File: src/rtl/stall_control_unit_pkg.sv
// +----------------------------------------------------------------------------+
// | stall_control_unit_pkg                                                     |
// | ISA field constants, FSM state type and decode helpers for the interlock. |
// | Revision: 1.0                                                              |
// +----------------------------------------------------------------------------+
`default_nettype none

package stall_control_unit_pkg;

  localparam logic [4:0] c_op_r    = 5'd0;
  localparam logic [4:0] c_op_j    = 5'd1;
  localparam logic [4:0] c_op_bne  = 5'd2;
  localparam logic [4:0] c_op_jal  = 5'd3;
  localparam logic [4:0] c_op_jr   = 5'd4;
  localparam logic [4:0] c_op_addi = 5'd5;
  localparam logic [4:0] c_op_blt  = 5'd6;
  localparam logic [4:0] c_op_sw   = 5'd7;
  localparam logic [4:0] c_op_lw   = 5'd8;
  localparam logic [4:0] c_op_setx = 5'd21;
  localparam logic [4:0] c_op_bex  = 5'd22;

  localparam logic [4:0] c_alu_mul = 5'b00110;
  localparam logic [4:0] c_alu_div = 5'b00111;

  localparam int c_cnt_w = 6;

  typedef enum logic [1:0] {
    S_IDLE = 2'd0,
    S_BUSY = 2'd1,
    S_DONE = 2'd2
  } state_t;

  function automatic logic [4:0] f_opcode(input logic [31:0] instr);
    return instr[31:27];
  endfunction

  function automatic logic [4:0] f_rd(input logic [31:0] instr);
    return instr[26:22];
  endfunction

  function automatic logic [4:0] f_rs(input logic [31:0] instr);
    return instr[21:17];
  endfunction

  function automatic logic [4:0] f_rt(input logic [31:0] instr);
    return instr[16:12];
  endfunction

  function automatic logic [4:0] f_aluop(input logic [31:0] instr);
    return instr[6:2];
  endfunction

endpackage

`default_nettype wire

File: src/rtl/stall_control_unit_src_reg_decode.sv
// +----------------------------------------------------------------------------+
// | src_reg_decode                                                             |
// | Extracts up to two source register numbers read by an instruction.        |
// | Revision: 1.0                                                              |
// +----------------------------------------------------------------------------+
`default_nettype none

module src_reg_decode
  import stall_control_unit_pkg::*;
(
  input  logic [31:0] instr,
  output logic [4:0]  src_a,
  output logic [4:0]  src_b,
  output logic        src_a_vld,
  output logic        src_b_vld
);

  logic [4:0] w_op;
  logic [4:0] w_rd;
  logic [4:0] w_rs;
  logic [4:0] w_rt;
  logic       w_unused_bits;

  assign w_op = f_opcode(instr);
  assign w_rd = f_rd(instr);
  assign w_rs = f_rs(instr);
  assign w_rt = f_rt(instr);
  assign w_unused_bits = &{1'b0, instr[11:0]};

  // Branches compare rd against rs, so rd is a source for bne/blt/jr.
  always_comb begin
    src_a     = 5'd0;
    src_b     = 5'd0;
    src_a_vld = 1'b0;
    src_b_vld = 1'b0;
    case (w_op)
      c_op_r: begin
        src_a     = w_rs;
        src_b     = w_rt;
        src_a_vld = 1'b1;
        src_b_vld = 1'b1;
      end
      c_op_addi, c_op_lw, c_op_sw: begin
        src_a     = w_rs;
        src_a_vld = 1'b1;
      end
      c_op_bne, c_op_blt: begin
        src_a     = w_rd;
        src_b     = w_rs;
        src_a_vld = 1'b1;
        src_b_vld = 1'b1;
      end
      c_op_jr: begin
        src_a     = w_rd;
        src_a_vld = 1'b1;
      end
      default: begin
        src_a_vld = 1'b0;
        src_b_vld = 1'b0;
      end
    endcase
  end

endmodule

`default_nettype wire

File: config.mk
export PLATFORM = sky130hd
export DESIGN_NAME = src_reg_decode
export DESIGN_NICKNAME = d
export VERILOG_FILES = /design/src/rtl/stall_control_unit_pkg.sv /design/src/rtl/stall_control_unit_src_reg_decode.sv
export SDC_FILE = /design/constraint.sdc
export NUM_CORES = 1
export LEC_CHECK = 0
export ABC_AREA = 1
export CAP_MARGIN = 20
export CORE_AREA = 2 2 39 41
export DETAILED_ROUTE_END_ITERATION = 10
export DIE_AREA = 0 0 41 43
export PLACE_DENSITY = 0.73
export SLEW_MARGIN = 20
export SYNTH_ARGS = -nofsm -noshare
export SYNTH_HDL_FRONTEND = slang
export SYNTH_SLANG_ARGS = --single-unit
File: constraint.sdc
create_clock -name vclk -period 2.4
set_clock_uncertainty 0.05 [all_clocks]
set_input_delay 0.48 -clock vclk [all_inputs]
set_output_delay 0.48 -clock vclk [all_outputs]
set_load 0.01 [all_outputs]
Word-level counts from Yosys, hierarchy flattened
Cells that the tools add are included.

Word-level logic and storage cells: 16. Register bits after elaboration: 0. Input bits: 32. Output and inout bits: 12.

Multiplexer cells: 4. Reduce and logical (&&, ||, !) cells: 6. Eq/ne operators: 6.

Operators by type and width (number): == test 5 x 3 -> 1 bit (second input constant) (4); one-hot mux 5 bit (2 select lines) (2); OR reduction 7 bit (1); OR reduction 3 bit (2); == test 5 x 2 -> 1 bit (second input constant) (1); == test 5 x 4 -> 1 bit (second input constant) (1); logical NOT 5 bit (1); OR reduction 4 bit (1); two-way mux 1 bit (2); OR reduction 2 bit (1).

Longest topological paths before layout
Depth after elaboration: 3. Depth in mapped cells: 6. Depth with buffers taken out: 6.

Worst setup path before layout
OpenSTA, ideal clock, no wires.

Path type: in2out. Start: in instr[31]. End: out src_b[0]. Setup slack: 0.826 ns. Stages: 3. Required time: 1.870 ns. Path buffers: 0. Arrival time: 1.044 ns. Path through: nor2_4 > nand3_2 > o21ai_0.

Longest elaborated chain between the ends: 3. Elaborated cells on any way between the ends: 5. Those cells by class: eq/ne (2); mux (1); reduce/logical (2).

RTL lines: start: declaration (line stall_control_unit_src_reg_decode.sv:11) `input logic [31:0] instr,`; == test 5 x 2 -> 1 bit or == test 5 x 3 -> 1 bit (tied branches) (line stall_control_unit_src_reg_decode.sv:36) `case (w_op)`; OR reduction 2 bit; one-hot mux 5 bit (2 select lines) * (line stall_control_unit_src_reg_decode.sv:36); end: declaration (line stall_control_unit_src_reg_decode.sv:13) `output logic [4:0] src_b,`.

Mark *: on every way between the ends. The rest lies on a longest branch, timed or not.

Worst setup path after layout
Start: in instr[28]. End: out src_a[1].

Longest elaborated chain between the ends: 3. Elaborated cells on any way between the ends: 10. Those cells by class: eq/ne (6); mux (1); reduce/logical (3).

RTL lines: == test 5 x 3 -> 1 bit (tied with other cells) (line stall_control_unit_src_reg_decode.sv:36); OR reduction 4 bit (no source line) or OR reduction 3 bit (tied branches); one-hot mux 5 bit (2 select lines) * (line stall_control_unit_src_reg_decode.sv:36); end: declaration (line stall_control_unit_src_reg_decode.sv:12) `output logic [4:0] src_a,`.

Marks and branches as above.

==> flow_summary_export.csv <==
group,metric,value,unit
die,io_pins,44,
pwr,p_comb_frac,1.000,
synthesis,synth_seq_area_share,0,
layout,mostFrequentLayoutCells,"17 x clkdlybuf4s50_1, 14 x dlygate4sd2_1, 13 x nand2_1",
layout,final_core_util,0.438,
pwr,power.leakage,0.000343,uW
critical_path,path_depth,8,
critical_path,required,1.87,ns
drt,vias,409,
timing,clock.fmax,440,MHz
synthesis,syn_area_per_cell,4.90,um2
flow_run,maxCapViolCount,0,
die,core_area,1380,um2
grt,grt_pass1_wl,1460,um
layout,final_cell_area,606,um2
timing,post-route-min-period,2.27,ns
die,initial_utilization,0.170,
critical_path,path_delay_family,"buffers and inverters",
pwr,p_int,49.8,uW
synthesis,yosysUniqueCellTypes,10,
critical_path,cp_data_arrival_time,1.74,ns
layout,drive_above_1_share,0.153,
critical_path,start_kind,"input pin",
critical_path,crit_top_cell,"nand2_1",
pwr,p_switching,34.6,uW
grt,grt_pass1_vias,371,
critical_path,critPathCaptureType,"primary output",
drt,detail_route.wl_per_cell,8.41,um
synthesis,synth_nets,80,
grt,grt_max_degree,7,
die,die_x,41,um
placement,dpl.hpwl,738,um
placement,placed_area,598,um2
min_path,hold_path_depth,5,
grt,track_usage,0.108,
pwr,swShare,0.410,
drt,dr.first_iter.drc_count,6,
run_status,status,"completed",
synthesis,synth_cells,48,
die,dieArea,1760,um2
timing,tns,0,ns
pwr,power_frac_clock,0,
timing,setup_viol,0,
pwr,seqPwrFrac,0,
layout,final_common_cell,"clkdlybuf4s50_1",
drt,first_pass_iters,4,
drt,vias_per_cell,4.05,
layout,seq_cells,0,
timing,drv_slew,0,
die,die_height,43,um
grt,grt_antenna_before_repair,0,
drt,drc,0,
timing,worst_pin_slew,0.245,ns
critical_path,worstPathMaxFanout,5,
clock_tree,cts_hold_buf,0,
layout,num-clock-buffers,0,
timing,rsz0062_at_grt,"false",
placement,place_congestion,0.686,
drt,drt_wl_total,849,um
drt,final_antenna_net_count,0,
layout,n_antenna_cell,0,
synthesis,yosys_warnings,0,
critical_path,worst_path_largest_cell_delay,0.43,ns
min_path,hold_class,"in2out",
die,fp-row-count,14,
critical_path,crit_type,"in2out",
critical_path,cp_cell_sequence,"clkdlybuf4s50_1, nor2_2, buf_4, nand3_1, nand2_2, nand2_1, nand2_1, dlygate4sd2_1",
layout,ff_latch_area,0,um2
placement,port_buffers,32,
layout,finalNetCount,119,
timing,min_period_over_period,0.948,
layout,syn_to_final_growth,157,%
grt,gr-total-overflow,0,
synthesis,synth_area,235,um2
pwr,peakVddDrop,0.0410,mV
timing,slew_headroom,0.837,
critical_path,critPathBufInv,3,
critical_path,crit_slowest_cell,"clkdlybuf4s50_1",
timing,hold_viol,0,
pwr,powerDensity,139,nW/um2
-- layout make-up --
class / instances / area, um2
Fill cell: 165 / 778
Timing Repair Buffer: 37 / 343
Multi-Input combinational cell: 39 / 209
Inverter: 9 / 33.8
Tap cell: 16 / 20.0
-- power by group through the flow --
stage / logic (uW) / registers [uW] / clock network [uW]
4_1_cts: 85.3 / 0 / 0
3_5_place_dp: 88.3 / 0 / 0
6_report: 84.4 / 0 / 0
5_1_grt: 93.7 / 0 / 0
3_3_place_gp: 87.9 / 0 / 0
2_1_floorplan: 28.0 / 0 / 0
-- stage by stage --
| step | total power (uW) | instances | hold WS [ns] | setup WS [ns] |
|---|---|---|---|---|
| after detailed placement | 88.3 | 99 | 1.87 | -0.175 |
| after CTS | 85.3 | 101 | 1.67 | 0.116 |
| final | 84.4 | 101 | 1.60 | 0.126 |
| after global routing | 93.7 | 101 | 1.67 | 0.00543 |
| after floorplan | 28.0 | 48 | 1.03 | 0.826 |
| after global placement | 87.9 | 99 | 1.87 | -0.187 |
-- per-layer routing --
metal	track usage	part of all wire
met5	0	0
met4	0	0
met3	0.0262	0.14
met2	0.166	0.44
met1	0.158	0.43
-- cells by family (layout without fill, tap and decap cells) --
kind of cell,count (synthesis),after routing,share of synthesized area
AO/OA/AOI/OAI,6,6,0.144
buffers and inverters,9,46,0.144
AND/OR/NAND/NOR,33,33,0.713
-- cell usage after synthesis (all sizes together) --
library cell / number / share of area
o21ai: 6 / 0.14
inv: 9 / 0.14
nor2: 6 / 0.18
nand2: 14 / 0.23
nand3: 13 / 0.30
-- path summary, 6_finish.rpt --
kind / startpoint / to / slack, ns
worst max-delay path: instr[28] / src_a[1] / 0.13
worst min-delay path: instr[30] / src_a[1] / 1.60
-- what timing repair did --
| item | CTS | global route |
|---|---|---|
| setup endpoints to repair | 12 | 4 |
| pin swaps | 3 | 2 |
| resized for setup | 16 | 1 |
| setup buffers | 2 | 0 |
No activity file was read; power rests on OpenSTA's default activity.
